<file path="config.mk">
export PLATFORM = sky130hd
export DESIGN_NAME = prog_load_ctrl
export DESIGN_NICKNAME = d
export VERILOG_FILES = /design/src/rtl/cpu_pkg.sv /design/src/rtl/rx_timeout.sv /design/src/rtl/prog_load_ctrl.sv
export SDC_FILE = /design/constraint.sdc
export NUM_CORES = 1
export LEC_CHECK = 0
export BUFFER_PORTS_ARGS = -buffer_cell sky130_fd_sc_hd__buf_2
export CORE_ASPECT_RATIO = 1.2
export CORE_MARGIN = 4
export CORE_UTILIZATION = 55
export CTS_CLUSTER_DIAMETER = 60
export DETAILED_ROUTE_END_ITERATION = 12
export PLACE_DENSITY = 0.75
export SLEW_MARGIN = 10
export SYNTH_ARGS = -nofsm -noshare
export SYNTH_HDL_FRONTEND = slang
export SYNTH_SLANG_ARGS = --single-unit
</file>
<file path="constraint.sdc">
create_clock -name CPU_Clk -period 2.5 [get_ports CPU_Clk]
set_input_delay 0 -clock CPU_Clk [delete_from_list [all_inputs] [get_ports CPU_Clk]]
set_output_delay 0 -clock CPU_Clk [all_outputs]
set_load 0.01 [all_outputs]
</file>
<file path="src/rtl/cpu_pkg.sv">
// rtl/cpu_pkg.sv - shared types and constants for the CPU program loader
package cpu_pkg;

  localparam int PROG_DEPTH = 32;

  typedef enum logic [2:0] {
    S_IDLE  = 3'd0,
    S_CLEAR = 3'd1,
    S_LEN   = 3'd2,
    S_DATA  = 3'd3,
    S_CSUM  = 3'd4,
    S_RUN   = 3'd5,
    S_ERR   = 3'd6
  } load_state_t;

  localparam logic [1:0] ERR_NONE    = 2'd0;
  localparam logic [1:0] ERR_LEN     = 2'd1;
  localparam logic [1:0] ERR_CSUM    = 2'd2;
  localparam logic [1:0] ERR_TIMEOUT = 2'd3;

endpackage

</file>
<file path="src/rtl/rx_timeout.sv">
// rtl/rx_timeout.sv - saturating idle counter between accepted bytes
module rx_timeout #(
  parameter int TIMEOUT = 1023
) (
  input  logic CPU_Clk,
  input  logic Reset,
  input  logic clr,
  input  logic en,
  output logic expire
);

  localparam int CW = $clog2(TIMEOUT + 1);

  logic [CW-1:0] cnt;

  // count idle cycles while enabled, hold at TIMEOUT, restart on clr
  always_ff @(posedge CPU_Clk or posedge Reset) begin
    if (Reset) begin
      cnt <= '0;
    end else if (clr) begin
      cnt <= '0;
    end else if (en && (cnt != CW'(TIMEOUT))) begin
      cnt <= cnt + CW'(1);
    end
  end

  assign expire = (cnt == CW'(TIMEOUT));

endmodule

</file>
<file path="src/rtl/prog_load_ctrl.sv">
// rtl/prog_load_ctrl.sv - framed program-load sequencer for the instruction memory
module prog_load_ctrl
  import cpu_pkg::*;
#(
  parameter int DEPTH   = PROG_DEPTH,
  parameter int TIMEOUT = 1023
) (
  input  logic       CPU_Clk,
  input  logic       Reset,
  input  logic       load_req,
  input  logic [7:0] rx_data,
  input  logic       rx_valid,
  output logic       rx_ready,
  output logic       mem_clr,
  output logic       mem_wr,
  output logic [7:0] mem_data,
  input  logic       mem_full,
  output logic       cpu_hold,
  output logic       cpu_run,
  output logic       busy,
  output logic       err,
  output logic [1:0] err_code,
  output logic [5:0] byte_cnt
);

  localparam logic [7:0] MAX_LEN = 8'(DEPTH - 1);

  load_state_t state, state_nxt;
  logic [5:0]  len_q;
  logic [7:0]  csum_q;
  logic        accept;
  logic        in_load;
  logic        to_clr;
  logic        to_expire;
  logic        set_err;
  logic [1:0]  err_nxt;

  // byte acceptance is decided by state (and memory full in DATA), never by rx_valid
  always_comb begin
    rx_ready = 1'b0;
    case (state)
      S_LEN, S_CSUM: rx_ready = 1'b1;
      S_DATA:        rx_ready = !mem_full;
      default:       rx_ready = 1'b0;
    endcase
  end

  assign accept   = rx_valid && rx_ready;
  assign mem_clr  = (state == S_CLEAR);
  assign cpu_run  = (state == S_RUN);
  assign cpu_hold = !cpu_run;
  assign err      = (state == S_ERR);
  assign in_load  = (state == S_LEN) || (state == S_DATA) || (state == S_CSUM);
  assign busy     = in_load || (state == S_CLEAR);
  assign to_clr   = mem_clr || accept;

  rx_timeout #(
    .TIMEOUT(TIMEOUT)
  ) u_timeout (
    .CPU_Clk(CPU_Clk),
    .Reset  (Reset),
    .clr    (to_clr),
    .en     (in_load),
    .expire (to_expire)
  );

  // next-state decode; set_err/err_nxt carry the code latched on entry to ERR
  always_comb begin
    state_nxt = state;
    set_err   = 1'b0;
    err_nxt   = ERR_NONE;
    case (state)
      S_IDLE, S_RUN, S_ERR: begin
        if (load_req) state_nxt = S_CLEAR;
      end
      S_CLEAR: state_nxt = S_LEN;
      S_LEN: begin
        if (accept) begin
          if ((rx_data == 8'd0) || (rx_data > MAX_LEN)) begin
            state_nxt = S_ERR;
            set_err   = 1'b1;
            err_nxt   = ERR_LEN;
          end else begin
            state_nxt = S_DATA;
          end
        end else if (to_expire) begin
          state_nxt = S_ERR;
          set_err   = 1'b1;
          err_nxt   = ERR_TIMEOUT;
        end
      end
      S_DATA: begin
        if (accept) begin
          if ((byte_cnt + 6'd1) == len_q) state_nxt = S_CSUM;
        end else if (mem_full) begin
          state_nxt = S_ERR;
          set_err   = 1'b1;
          err_nxt   = ERR_LEN;
        end else if (to_expire) begin
          state_nxt = S_ERR;
          set_err   = 1'b1;
          err_nxt   = ERR_TIMEOUT;
        end
      end
      S_CSUM: begin
        if (accept) begin
          if (rx_data == csum_q) begin
            state_nxt = S_RUN;
          end else begin
            state_nxt = S_ERR;
            set_err   = 1'b1;
            err_nxt   = ERR_CSUM;
          end
        end else if (to_expire) begin
          state_nxt = S_ERR;
          set_err   = 1'b1;
          err_nxt   = ERR_TIMEOUT;
        end
      end
      default: state_nxt = S_IDLE;
    endcase
  end

  // state register
  always_ff @(posedge CPU_Clk or posedge Reset) begin
    if (Reset) state <= S_IDLE;
    else       state <= state_nxt;
  end

  // load datapath: length, checksum, count, error code and the registered write port
  always_ff @(posedge CPU_Clk or posedge Reset) begin
    if (Reset) begin
      len_q    <= '0;
      csum_q   <= '0;
      byte_cnt <= '0;
      err_code <= ERR_NONE;
      mem_wr   <= 1'b0;
      mem_data <= '0;
    end else begin
      mem_wr <= (state == S_DATA) && accept;
      if ((state == S_DATA) && accept) begin
        mem_data <= rx_data;
        csum_q   <= csum_q ^ rx_data;
        byte_cnt <= byte_cnt + 6'd1;
      end
      if ((state == S_LEN) && accept) len_q <= rx_data[5:0];
      if (mem_clr) begin
        csum_q   <= '0;
        byte_cnt <= '0;
        err_code <= ERR_NONE;
      end else if (set_err) begin
        err_code <= err_nxt;
      end
    end
  end

endmodule

</file>
==> impl_summary.txt, run 1 <==
----------------------------------------------------
[Place]
  Final weighted congestion in routability-driven placement ... 0.854
  I/O Buffers ... 35
  Detailed-placement wirelength estimate ... 3590 µm

[Critical path]
  Worst Setup Path Type ... flop to flop
  R2R depth ... 6
  Required time worst endpoint ... 2.71 ns
  Largest delay contributor family on the critical path ... simple AND/OR/NAND/NOR gates
  Worst Setup End Kind ... flop
  Worst-path fanout max ... 15
  Critical path depth in cells ... 6
  Critical-path cell with the highest stage delay ... sky130_fd_sc_hd__nor2_1
  Critical Path Most Common Cell ... sky130_fd_sc_hd__o21ai_0
  WP buf/inv ... 1
  Worst setup SP type ... flop
  Slowest Stage Delay on Critical Path ... 0.73 ns
  Crit path cell chain ... nand2b_1, or4_1, inv_2, nor2_1, o21ai_0, o21ai_0
  Endpoint arrival time on the critical path ... 2.38 ns

[Die]
  Chip Height ... 79.5 µm
  I/O pin total ... 36
  Core region area ... 0.00404 mm²
  Chip width ... 67.6 µm
  Effective utilization at floorplan ... 58.1%
  Area of the die ... 0.00538 mm²
  Total number of placement rows ... 25

[CTS]
  TritonCTS clock tree ... built
  Post-CTS Resized ... 0
  Source-to-sink clock delay at the later pin of the worst-skew pair ... 0.29 ns
  Library cell used as clock root buffer ... sky130_fd_sc_hd__clkbuf_8
  # H-tree levels ... 2
  Clock tree sinks ... 44
  Hold buffers post-CTS ... 3
  Inserted Clock Buffers ... 5
  Clock transition at the register clock pins on the worst setup and hold paths after CTS ... 0.08 ns
  Buffer levels on the longest clock path ... 2
  Post-CTS Repair Setup Buffers ... 0

[Timing]
  Number of pins with negative max-slew slack in the final report ... 0
  Final count of hold timing violations ... 0
  Achievable Freq ... 460 MHz
  Worst hold margin ... 0.00548 ns
  Sum of negative setup slack ... 0 ns
  Fraction of the cycle the final worst path needs ... 86.9%
  Worst clock skew ... 0.00318 ns
  RSZ-0062 raised after global routing ... false
  Final min period ... 2.17 ns
  Final-report setup violation count ... 0
  Headroom to the max-slew limit ... 37.6%
  Slew at the pin closest to its max-slew limit ... 0.932 ns

[Synthesis]
  Fraction of the yosys area taken by sequential cells ... 47.0%
  Net Count, Synth ... 271
  Post-synth design cell area ... 0.00234 mm²
  Count of yosys warnings during synthesis ... 0
  Synthesized instance count ... 256
  Number of synthesized register bits ... 44
  Unique masters post-synth ... 43
  Mean post-synth cell area ... 9.16 µm²

[Global routing]
  Most Crowded Layer GR ... met2
  Wire length of the first global-routing pass ... 8630 µm
  Global routing met1 resource utilization ... 28.3%
  Via count of the first global-routing pass ... 1847
  Met2 capacity usage during global routing ... 32.8%
  Global route total overflow ... 0
  Antenna violations before repair ... 0
  Grt met3 use ... 3.80%
  Largest net degree at the start of global routing ... 25
  Total routing usage reported by global routing ... 21.0%

[Flow run]
  Max-cap check violation count ... 0

[Power]
  Static Leak ... 1.27 nW
  Total power density per cell area ... 1080 mW/mm²
  Peak supply drop ... 614 µV
  Overall Power ... 2.91 mW

[Detailed routing]
  Per-cell routed wire length ... 14.3 µm
  Iteration-0 DRC Markers ... 158
  Post-DRT Antenna Nets ... 0
  Overall via count from detail_route ... 1936
  DRC viols ... 0
  Aggregate routed wire length ... 5000 µm
  Detailed-router iteration count before antenna repair ... 4
  Per-cell via count in the routed design ... 5.52

[Cells and area]
  Final #Nets ... 311
  Final core area utilization ... 66.9%
  # diodes ... 0
  Relative area change from synthesis to final layout ... 15.2%
  Layout cell share with drive strength beyond 1 ... 21.2%

[Status]
  Run status ... finished clean

[Worst hold path]
  Worst hold-check path type ... input pin to flop
  Min-Delay Path Depth ... 3

----------------------------------------------------
## worst reg2reg max path, delay by kind of cell (launching register included)
family	cells	cell delay (ns)
simple gates	3	1.14
flops	1	0.49
compound gates	2	0.32
buf+inv	1	0.13
## worst paths after layout
check                                         from                       to  slack (ns)
max                           state[1]$_DFFE_PP0P_    csum_q[7]$_DFFE_PP0P_        0.33
min                                     rx_data[5]  mem_data[5]$_DFFE_PP0P_       0.005
max reg2reg                   state[1]$_DFFE_PP0P_    csum_q[7]$_DFFE_PP0P_        0.33
min reg2reg                mem_data[4]$_DFFE_PP0P_  mem_data[4]$_DFFE_PP0P_        0.48
max in group asynchronous                    Reset    csum_q[2]$_DFFE_PP0P_        1.47
min in group asynchronous                    Reset  mem_data[5]$_DFFE_PP0P_        0.32
## logic make-up (layout without fill, tap and decap cells)
| logic type | after synthesis | after routing | share of synthesized area, % |
|---|---|---|---|
| AO/OA/AOI/OAI | 52 | 52 | 13.6 |
| XOR/XNOR | 28 | 28 | 10.5 |
| adder cells (fa/ha/maj) | 2 | 2 | 1.07 |
| buffers and inverters | 17 | 58 | 3.15 |
| flip-flops | 44 | 44 | 47.0 |
| multiplexers | 8 | 8 | 3.74 |
| AND/OR/NAND/NOR | 105 | 105 | 21.0 |
## synthesized netlist by cell type
master	instances	area share, %
sky130_fd_sc_hd__o211ai_1	2	0.64
sky130_fd_sc_hd__nand4_2	1	0.53
sky130_fd_sc_hd__clkbuf_1	4	0.64
sky130_fd_sc_hd__nor2b_1	2	0.53
sky130_fd_sc_hd__inv_2	1	0.16
sky130_fd_sc_hd__o32a_2	1	0.48
sky130_fd_sc_hd__or4_1	2	0.64
sky130_fd_sc_hd__o22ai_1	1	0.27
sky130_fd_sc_hd__mux2_2	6	2.9
sky130_fd_sc_hd__o21ai_0	10	2.1
sky130_fd_sc_hd__o31a_2	1	0.43
sky130_fd_sc_hd__xnor2_1	21	7.8
sky130_fd_sc_hd__nor2_1	28	4.5
sky130_fd_sc_hd__nand2_1	37	5.9
sky130_fd_sc_hd__buf_2	5	1.1
sky130_fd_sc_hd__xor2_1	7	2.6
sky130_fd_sc_hd__o21bai_1	1	0.32
sky130_fd_sc_hd__a31oi_1	1	0.27
sky130_fd_sc_hd__or3_1	3	0.80
sky130_fd_sc_hd__nor3_1	6	1.3
sky130_fd_sc_hd__or3_4	1	0.48
sky130_fd_sc_hd__nor3b_1	1	0.32
sky130_fd_sc_hd__and2_1	4	1.1
sky130_fd_sc_hd__o31ai_2	1	0.53
sky130_fd_sc_hd__dfrtp_1	44	47
sky130_fd_sc_hd__or3b_1	1	0.37
sky130_fd_sc_hd__o21ai_2	1	0.37
sky130_fd_sc_hd__o21ai_1	19	4.1
sky130_fd_sc_hd__or2_2	2	0.53
sky130_fd_sc_hd__mux2i_1	2	0.85
sky130_fd_sc_hd__a21o_1	2	0.64
sky130_fd_sc_hd__o31ai_1	2	0.64
sky130_fd_sc_hd__o22a_1	1	0.37
sky130_fd_sc_hd__inv_1	6	0.96
sky130_fd_sc_hd__nand3_1	9	1.9
sky130_fd_sc_hd__nand4_1	5	1.3
sky130_fd_sc_hd__nand2b_1	2	0.53
sky130_fd_sc_hd__a211oi_2	1	0.53
sky130_fd_sc_hd__a211oi_1	2	0.64
sky130_fd_sc_hd__and3_1	1	0.27
sky130_fd_sc_hd__ha_1	2	1.1
sky130_fd_sc_hd__a21oi_1	6	1.3
sky130_fd_sc_hd__buf_4	1	0.32
## metrics by stage
step,instance area (µm²),cells,setup WS [ns]
2_1_floorplan,2340,256,0.699
3_3_place_gp,2580,340,0.462
3_5_place_dp,2580,340,0.384
4_1_cts,2700,351,0.360
5_1_grt,2700,351,0.176
6_report,2700,351,0.328
## layer usage
metal  share of wire (%)  routed length [µm]
met4                 1.6                  80
met1                  46                2310
met5                   0                   0
met2                  48                2400
met3                 4.4                 220
## cell type report
cell class                      count  area (µm²)
Clock buffer                        7        86.3
Sequential cell                    44        1100
Clock inverter                      1        7.51
Fill cell                         333        1330
Tap cell                           54        67.6
Multi-Input combinational cell    195        1170
Timing Repair Buffer               43         243
Inverter                            7        26.3
## power breakdown
part | total [mW] | internal [mW] | switching [mW]
clock network | 0.460 | 0.225 | 0.236
registers | 1.19 | 0.968 | 0.223
logic | 1.26 | 0.569 | 0.694
total | 2.91 | 1.76 | 1.15
## registers in the layout (all words and copies together) (netlist names)
signal	flops
byte_cnt	6
csum_q	8
err_code	2
len_q	6
mem_data	8
mem_wr	1
state	3
u_timeout.cnt	10
## placed cells by master, fill, tap and decap left out, types with 6 or more instances in the layout
master,netlist,layout
sky130_fd_sc_hd__dfrtp_1,44,44
sky130_fd_sc_hd__nand2_1,37,37
sky130_fd_sc_hd__buf_2,5,35
sky130_fd_sc_hd__nor2_1,28,28
sky130_fd_sc_hd__xnor2_1,21,21
sky130_fd_sc_hd__o21ai_1,19,19
sky130_fd_sc_hd__o21ai_0,10,10
sky130_fd_sc_hd__nand3_1,9,9
sky130_fd_sc_hd__xor2_1,7,7
sky130_fd_sc_hd__a21oi_1,6,6
sky130_fd_sc_hd__nor3_1,6,6
sky130_fd_sc_hd__mux2_2,6,6
sky130_fd_sc_hd__clkbuf_8,0,6
Note: power is estimated with default switching activity, not from simulation.
==> inputs of run 2 (changes only) <==
- ABC_CLOCK_PERIOD_IN_PS: not set -> 2500
- PLACE_DENSITY: 0.75 -> 0.74
- SYNTH_HIERARCHICAL: not set -> 1
==> run 2 against run 1 <==
  * Sequential cell count unchanged
  * Wire length up 19%
  * Die area up 10%
  * Largest power group unchanged
  * Combinational power up 17%
  * First-iteration DRC count up 27%
  * Via count up 13%
  * Register-to-register slack worse by 0.19 ns
  * Cell area up 9.1%
  * Count of clock-buffer cells in the layout unchanged
  * Non-clock buffer count up 5
==> impl_summary.txt, run 2 <==
----------------------------------------------------
[Critical path]
  Worst setup SP type ... flop
  Worst Setup End Kind ... flop
  Worst-path fanout max ... 14 (-1)
  Required time worst endpoint ... 2.69 ns (-0.02 ns)
  Worst Setup Path Type ... flop to flop
  Endpoint arrival time on the critical path ... 2.55 ns (+0.17 ns)
  Register-to-register setup slack ... 0.14 ns (-0.19 ns)

[Power]
  Reported net switching power ... 1.26 mW (+9.1%)
  Fraction of power spent switching nets ... 40.2% (+0.67 points)
  Static Leak ... 1.33 nW (+4.4%)
  Share of total power in combinational logic ... 47.4% (+4.0 points)
  Fraction of power consumed by sequential logic ... 37.5% (-3.4 points)
  Total power density per cell area ... 1060 mW/mm² (-1.6%)
  Internal ... 1.87 mW (+6.1%)
  Peak supply drop ... 582 µV (-5.2%)
  Clock share of power ... 15.1% (-0.7 points)

[Timing]
  Achievable Freq ... 424 MHz (-7.9%)
  Headroom to the max-slew limit ... 48.2% (+11 points)
  Final min period ... 2.36 ns (+0.187 ns)
  Fraction of the cycle the final worst path needs ... 94.4% (+7.5 points)
  Final-report setup violation count ... 0 (unchanged)
  Final count of hold timing violations ... 0 (unchanged)
  RSZ-0062 raised after global routing ... false
  PnR worst setup slack ... 0.141 ns (-0.187 ns)
  Number of pins with negative max-slew slack in the final report ... 0 (unchanged)
  Slew at the pin closest to its max-slew limit ... 0.769 ns (-0.163 ns)
  Sum of negative setup slack ... 0 ns (unchanged)
  Worst clock skew ... 0.0113 ns (+0.00813 ns)

[CTS]
  Source-to-sink clock delay at the later pin of the worst-skew pair ... 0.30 ns (about the same)
  TritonCTS clock tree ... built
  Post-CTS Repair Setup Buffers ... 0 (unchanged)
  Inserted Clock Buffers ... 5 (unchanged)
  Clock transition at the register clock pins on the worst setup and hold paths after CTS ... 0.09 ns (about the same)
  Library cell used as clock root buffer ... sky130_fd_sc_hd__clkbuf_8
  Buffer levels on the longest clock path ... 2 (unchanged)
  # H-tree levels ... 2 (unchanged)
  Clock tree sinks ... 44 (unchanged)

[Synthesis]
  Count of yosys warnings during synthesis ... 6 (+6)
  Share of synthesized flip-flops with an asynchronous set or reset ... 100% (unchanged)
  Cell types occupying the most area after synthesis ... sky130_fd_sc_hd__dfrtp_1 (42%), sky130_fd_sc_hd__o21ai_0 (5.4%), sky130_fd_sc_hd__nand2_1 (4.9%)
  Number of synthesized register bits ... 44 (unchanged)
  Synth cell count leaders ... sky130_fd_sc_hd__dfrtp_1 (44), sky130_fd_sc_hd__nand2_1 (34), sky130_fd_sc_hd__o21ai_0 (28)
  Fraction of post-synthesis cell area in the top cell type by area ... 42.1% (-4.9 points)
  Net Count, Synth ... 290 (+7.0%)
  Post-synth EDFFs ... 0 (unchanged)
  Unique masters post-synth ... 57 (+33%)
  Synthesized instance count ... 275 (+7.4%)
  Cell type with the highest aggregate area in the netlist ... sky130_fd_sc_hd__dfrtp_1
  Fraction of the yosys area taken by sequential cells ... 42.1% (-4.9 points)
  Most used flip-flop cell after synthesis ... sky130_fd_sc_hd__dfrtp_1
  Post-synth design cell area ... 0.00262 mm² (+12%)
  Top-count cell post-synth ... sky130_fd_sc_hd__dfrtp_1
  Mean post-synth cell area ... 9.51 µm² (+3.9%)

[Die]
  Chip width ... 71.0 µm (+5.0%)
  Area of the die ... 0.00593 mm² (+10%)
  I/O pin total ... 36 (unchanged)
  Total number of placement rows ... 27 (+8.0%)
  Core region area ... 0.00459 mm² (+14%)
  Chip Height ... 83.6 µm (+5.1%)
  Effective utilization at floorplan ... 56.9% (-1.2 points)

[Global routing]
  Largest net degree at the start of global routing ... 24 (-4.0%)
  Antenna violations before repair ... 0 (unchanged)
  Total routing usage reported by global routing ... 21.1% (+0.071 points)
  Global route total overflow ... 0 (unchanged)
  Via count of the first global-routing pass ... 2145 (+16%)
  Wire length of the first global-routing pass ... 10100 µm (+17%)

[Detailed routing]
  DRC viols ... 0 (unchanged)
  Per-cell routed wire length ... 16.0 µm (+12%)
  Aggregate routed wire length ... 5930 µm (+19%)
  Post-DRT Antenna Nets ... 0 (unchanged)
  Detailed-router iteration count before antenna repair ... 4 (unchanged)
  Overall via count from detail_route ... 2186 (+13%)
  Per-cell via count in the routed design ... 5.88 (+6.5%)
  Iteration-0 DRC Markers ... 201 (+27%)

[Flow run]
  Max-cap check violation count ... 0 (unchanged)

[Cells and area]
  Most common cell after layout, fill and taps aside ... sky130_fd_sc_hd__dfrtp_1
  Final core area utilization ... 64.1% (-2.8 points)
  Largest register FFs ... 10 (unchanged)
  Layout cell share with drive strength beyond 1 ... 24.2% (+3.0 points)
  Top Registers ... u_timeout/cnt x10, csum_q x8, mem_data x8
  Final #Nets ... 328 (+5.5%)
  Commonest cells after routing, fill and taps aside ... sky130_fd_sc_hd__dfrtp_1 (44), sky130_fd_sc_hd__buf_2 (35), sky130_fd_sc_hd__nand2_1 (34)
  Register bank with the most flops ... u_timeout/cnt
  Number of fill cells in the layout ... 426 (+28%)
  Relative area change from synthesis to final layout ... 12.6%
  # diodes ... 0 (unchanged)

[Place]
  Final weighted congestion in routability-driven placement ... 0.817 (-4.3%)
  Detailed-placement wirelength estimate ... 4200 µm (+17%)
  I/O Buffers ... 35 (unchanged)
  Pre-CTS setup slack ... 0.186 ns (-0.198 ns)

[Status]
  Run status ... finished clean

[Worst hold path]
  Worst hold-check path type ... input pin to flop

----------------------------------------------------
run 2: cells by family after synthesis:
kind of cell	count (synthesis)	share of synthesized area, %
buffers and inverters	25	5.98
and+or+nand+nor	110	21.8
DFF	44	42.1
xor gates and xnor gates	18	6.70
AOI/OAI and AO/OA	69	19.5
adders and majority gates	2	0.956
muxes	7	3.01
run 2: path summary, 6_finish.rpt:
check / start / depth (start not counted) / to
min in group asynchronous: Reset / 3 / u_timeout/cnt[9]$_DFFE_PP0P_
max in group asynchronous: Reset / 4 / mem_data[3]$_DFFE_PP0P_
max: state[2]$_DFFE_PP0P_ / 7 / u_timeout/cnt[1]$_DFFE_PP0P_
min reg2reg: mem_data[0]$_DFFE_PP0P_ / 2 / mem_data[0]$_DFFE_PP0P_
max reg2reg: state[2]$_DFFE_PP0P_ / 7 / u_timeout/cnt[1]$_DFFE_PP0P_
min: rx_data[6] / 3 / mem_data[6]$_DFFE_PP0P_
run 2: worst max-delay path, stage by stage, from the launching register on:
cell and delay, ns:
sky130_fd_sc_hd__dfrtp_1 0.57, sky130_fd_sc_hd__or3b_1 0.51, sky130_fd_sc_hd__o21ai_4 0.12, sky130_fd_sc_hd__and2_2 0.20
sky130_fd_sc_hd__nand2b_1 0.24, sky130_fd_sc_hd__nand2b_1 0.17, sky130_fd_sc_hd__nor4_1 0.06, sky130_fd_sc_hd__or3_1 0.38
run 2: per-layer routing:
layer / share of wire, % / global-route usage [%] / vias up
met5: 0 / 0 / -
met4: 1.9 / 9.23 / 0
met3: 4.2 / 4.34 / 10
met2: 49 / 34.3 / 57
met1: 45 / 26.7 / 1052
li1: - / - / 1067
run 2: repair_timing:
item | 4_1_cts | 5_1_grt
setup endpoints to repair | 0 | 1
resized for setup | 0 | 1
hold buffers | 5 | 0
endpoints found under the hold margin | 33 | 0
run 2: power by group through the flow:
stage | Sequential, mW | Clock (mW) | Combinational, mW
2_1_floorplan | 1.17 | 0 | 1.11
3_3_place_gp | 1.17 | 0 | 1.44
3_5_place_dp | 1.18 | 0 | 1.47
4_1_cts | 1.17 | 0.482 | 1.48
5_1_grt | 1.20 | 0.518 | 1.64
6_report | 1.17 | 0.473 | 1.48
run 2: final cells by class:
cell class                      count  area (µm²)  area share [%]
Tap cell                           58        72.6            2.46
Inverter                            8        30.0            1.02
Clock inverter                      1        7.51           0.255
Timing Repair Buffer               48         285            9.68
Sequential cell                    44        1100            37.4
Multi-Input combinational cell    206        1360            46.3
Clock buffer                        7        86.3            2.93
run 2: through the flow:
step,cells,power [mW],hold slack [ns],area [µm²]
3_5_place_dp,359,2.66,0.0175,2800
4_1_cts,372,3.14,0.00261,2940
2_1_floorplan,275,2.29,-0.160,2620
3_3_place_gp,359,2.61,0.0132,2800
5_1_grt,372,3.36,0.00545,2950
6_report,372,3.13,0.00130,2950
==> inputs of run 3 (changes only) <==
- BUFFER_PORTS_ARGS: -buffer_cell sky130_fd_sc_hd__buf_2 -> not set
- CTS_BUF_LIST: not set -> sky130_fd_sc_hd__clkbuf_2
- DONT_BUFFER_PORTS: not set -> 1
- PLACE_DENSITY: 0.74 -> 0.67
- RECOVER_POWER: not set -> 50
==> run 3 against run 2 <==
  * The flow now finishes with violations (capacitance limit, slew limit)
  * Global-route usage decreased by 0.44 points
  * First-iteration DRC count increased by 1.5%
  * Sequential power about the same
  * Total power decreased by 6.3%
  * Hold slack improved by 0.020 ns
  * Final cell count decreased by 6.5%
  * Wire length decreased by 1.6%
  * Critical path depth decreased by 1
  * Sequential cell count unchanged
  * Register-to-register slack improved by 0.09 ns
  * Utilization decreased by 2.5 points
==> impl_summary.txt, run 3 (same netlist as run 2, synthesis figures left out) <==
----------------------------------------------------
[Place]
  Standard cell area after detailed placement ... 0.00265 mm² (-5.5%)
  I/O Buffers ... 0 (-100%)
  Pre-CTS setup slack ... 0.281 ns (+0.0944 ns)
  Final weighted congestion in routability-driven placement ... 0.818 (about the same)
  Detailed-placement wirelength estimate ... 4060 µm (-3.5%)

[Worst hold path]
  Worst hold-check path type ... input pin to flop
  Endpoint of the worst hold-timing path ... state[0]$_DFFE_PP0P_
  Min-Delay Path Depth ... 5 (+2)
  Source of the worst hold timing path ... rx_data[5]

[Critical path]
  End of the worst register-to-register path ... err_code[0]$_DFFE_PP0P_
  Worst Setup End Kind ... flop
  Endpoint arrival time on the critical path ... 2.59 ns (+0.04 ns)
  Register-to-register setup slack ... 0.23 ns (+0.09 ns)
  Worst-path fanout max ... 8 (-6)
  R2R depth ... 6 (-1)
  Crit path cell chain ... ha_1, nand2_1, nor3_1, nor2_1, a211o_2, a311o_2
  Required time worst endpoint ... 2.82 ns (+0.13 ns)
  Crit Reg-Reg Startpoint ... u_timeout/cnt[0]$_DFFE_PP0P_
  Critical-path cell with the highest stage delay ... sky130_fd_sc_hd__dfrtp_1
  Worst setup SP type ... flop
  Worst Setup Path Type ... flop to flop
  Slowest Stage Delay on Critical Path ... 0.47 ns (-0.10 ns)

[CTS]
  Source-to-sink clock delay at the later pin of the worst-skew pair ... 0.40 ns (+0.10 ns)
  TritonCTS clock tree ... built
  Post-CTS Repair Setup Buffers ... 0 (unchanged)
  Buffer levels on the longest clock path ... 2 (unchanged)
  Post-CTS Resized ... 0 (unchanged)
  Clock tree sinks ... 44 (unchanged)
  Inserted Clock Buffers ... 5 (unchanged)
  # H-tree levels ... 2 (unchanged)
  Clock transition at the register clock pins on the worst setup and hold paths after CTS ... 0.22 ns (+0.13 ns)
  Hold buffers post-CTS ... 13 (+8)
  Library cell used as clock root buffer ... sky130_fd_sc_hd__clkbuf_2

[Global routing]
  Antenna violations before repair ... 0 (unchanged)
  Global route total overflow ... 0 (unchanged)
  Via count of the first global-routing pass ... 2069 (-3.5%)
  Total routing usage reported by global routing ... 20.6% (-0.44 points)
  Largest net degree at the start of global routing ... 35 (+46%)
  Wire length of the first global-routing pass ... 10000 µm (-0.75%)

[Cells and area]
  Largest register FFs ... 10 (unchanged)
  Final cell area excluding filler cells ... 0.00283 mm² (-3.8%)
  Register bank with the most flops ... u_timeout/cnt
  Commonest cells after routing, fill and taps aside ... sky130_fd_sc_hd__dfrtp_1 (44), sky130_fd_sc_hd__nand2_1 (34), sky130_fd_sc_hd__o21ai_0 (28)
  # diodes ... 0 (unchanged)
  Top Registers ... u_timeout/cnt x10, csum_q x8, mem_data x8
  Most common cell after layout, fill and taps aside ... sky130_fd_sc_hd__dfrtp_1
  Final #Nets ... 304 (-7.3%)
  Relative area change from synthesis to final layout ... 8.32%
  Layout cell share with drive strength beyond 1 ... 14.1% (-10 points)

[Detailed routing]
  Aggregate routed wire length ... 5840 µm (-1.6%)
  Post-DRT Antenna Nets ... 0 (unchanged)
  Per-cell routed wire length ... 16.8 µm (+5.2%)
  Iteration-0 DRC Markers ... 204 (+1.5%)
  Overall via count from detail_route ... 2111 (-3.4%)
  Detailed-router iteration count before antenna repair ... 4 (unchanged)
  DRC viols ... 0 (unchanged)
  Per-cell via count in the routed design ... 6.07 (+3.2%)

[Power]
  Fraction of power spent switching nets ... 40.6% (+0.42 points)
  Reported net switching power ... 1.19 mW (-5.3%)
  Clock share of power ... 13.3% (-1.8 points)
  Total power density per cell area ... 1030 mW/mm² (-2.6%)
  Overall Power ... 2.93 mW (-6.3%)
  Static Leak ... 1.21 nW (-9.0%)
  Peak supply drop ... 621 µV (+6.7%)
  Share of total power in combinational logic ... 45.8% (-1.6 points)
  Internal ... 1.74 mW (-6.9%)
  Fraction of power consumed by sequential logic ... 41.0% (+3.5 points)

[Die]
  Core region area ... 0.00459 mm² (unchanged)
  I/O pin total ... 36 (unchanged)
  Chip Height ... 83.6 µm (unchanged)
  Total number of placement rows ... 27 (unchanged)
  Effective utilization at floorplan ... 56.9% (unchanged)
  Area of the die ... 0.00593 mm² (unchanged)
  Chip width ... 71.0 µm (unchanged)

[Timing]
  Headroom to the max-slew limit ... -24.6% (-73 points)
  Final-report setup violation count ... 0 (unchanged)
  Achievable Freq ... 441 MHz (+4.1%)
  Final min period ... 2.27 ns (-0.0937 ns)
  RSZ-0062 raised after global routing ... false
  Final count of hold timing violations ... 0 (unchanged)
  Fraction of the cycle the final worst path needs ... 90.6% (-3.7 points)
  Worst clock skew ... 0.0168 ns (+0.00549 ns)
  Sum of negative setup slack ... 0 ns (unchanged)
  Slew at the pin closest to its max-slew limit ... 1.87 ns (+1.10 ns)
  PnR worst setup slack ... 0.234 ns (+0.0937 ns)
  Number of pins with negative max-slew slack in the final report ... 35 (+35)

[Flow run]
  Max-cap check violation count ... 1 (+1)

[Status]
  Violated checks ... capacitance limit, slew limit
  Run status ... finished with violations

----------------------------------------------------
==> run 3: cell count changes in the layout (fill, tap and decap cells not counted), moves of 2 or more <==
cell | before | now
sky130_fd_sc_hd__buf_2 | 35 | 0
sky130_fd_sc_hd__dlygate4sd3_1 | 5 | 13
sky130_fd_sc_hd__clkbuf_8 | 6 | 0
sky130_fd_sc_hd__clkbuf_2 | 0 | 5
sky130_fd_sc_hd__buf_4 | 8 | 10
sky130_fd_sc_hd__clkinv_1 | 0 | 2
==> run 3: per-layer routing <==
layer | track usage (%) | share of wire [%] | vias to the layer above
met5 | 0 | 0 | -
met4 | 5.98 | 1.6 | 0
met3 | 5.06 | 6.0 | 10
met2 | 33.8 | 50 | 60
met1 | 26.9 | 43 | 1023
li1 | - | - | 1018
==> run 3: worst max path at each step <==
stage,startpoint,to,slack (ns),cells after the start
2_1_floorplan,state[0]$_DFFE_PP0P_,u_timeout/cnt[5]$_DFFE_PP0P_,0.34,9
3_3_place_gp,byte_cnt[0]$_DFFE_PP0P_,state[1]$_DFFE_PP0P_,0.30,6
6_report,u_timeout/cnt[0]$_DFFE_PP0P_,err_code[0]$_DFFE_PP0P_,0.23,6
3_5_place_dp,byte_cnt[0]$_DFFE_PP0P_,state[1]$_DFFE_PP0P_,0.28,6
4_1_cts,u_timeout/cnt[0]$_DFFE_PP0P_,err_code[0]$_DFFE_PP0P_,0.23,6
5_1_grt,u_timeout/cnt[0]$_DFFE_PP0P_,err_code[0]$_DFFE_PP0P_,0.06,6
==> run 3: stage by stage <==
step | instances | hold slack [ns] | utilization [%]
detailed placement | 327 | -0.103 | 57.6
CTS | 348 | 0.00626 | 61.8
global route | 348 | 0.0154 | 61.7
finish | 348 | 0.0214 | 61.7
global placement | 327 | -0.103 | 57.6
floorplan | 275 | -0.160 | -
==> run 3: layout make-up <==
type / count / area [µm²]
fill: 417 / 1760
multi-input combinational: 206 / 1360
sequential: 44 / 1100
timing repair buffer: 24 / 209
tap: 58 / 72.6
clock inverter: 3 / 37.5
inverter: 8 / 30.0
clock buffer: 5 / 25.0
==> run 3: power by group through the flow <==
| stage | Clock (mW) | Combinational (mW) | Sequential [mW] |
|---|---|---|---|
| 4_1_cts | 0.402 | 1.35 | 1.20 |
| 3_3_place_gp | 0 | 1.30 | 1.21 |
| 6_report | 0.389 | 1.34 | 1.20 |
| 3_5_place_dp | 0 | 1.32 | 1.22 |
| 5_1_grt | 0.430 | 1.51 | 1.24 |
| 2_1_floorplan | 0 | 1.11 | 1.17 |
==> run 3: worst max-delay path: cells and delay by family, from the launching register on <==
kind                     cells  cell delay, ns
AO/OA/AOI/OAI                2            0.72
AND/OR/NAND/NOR              3            0.67
flip-flops                   1            0.47
adder cells (fa/ha/maj)      1            0.33
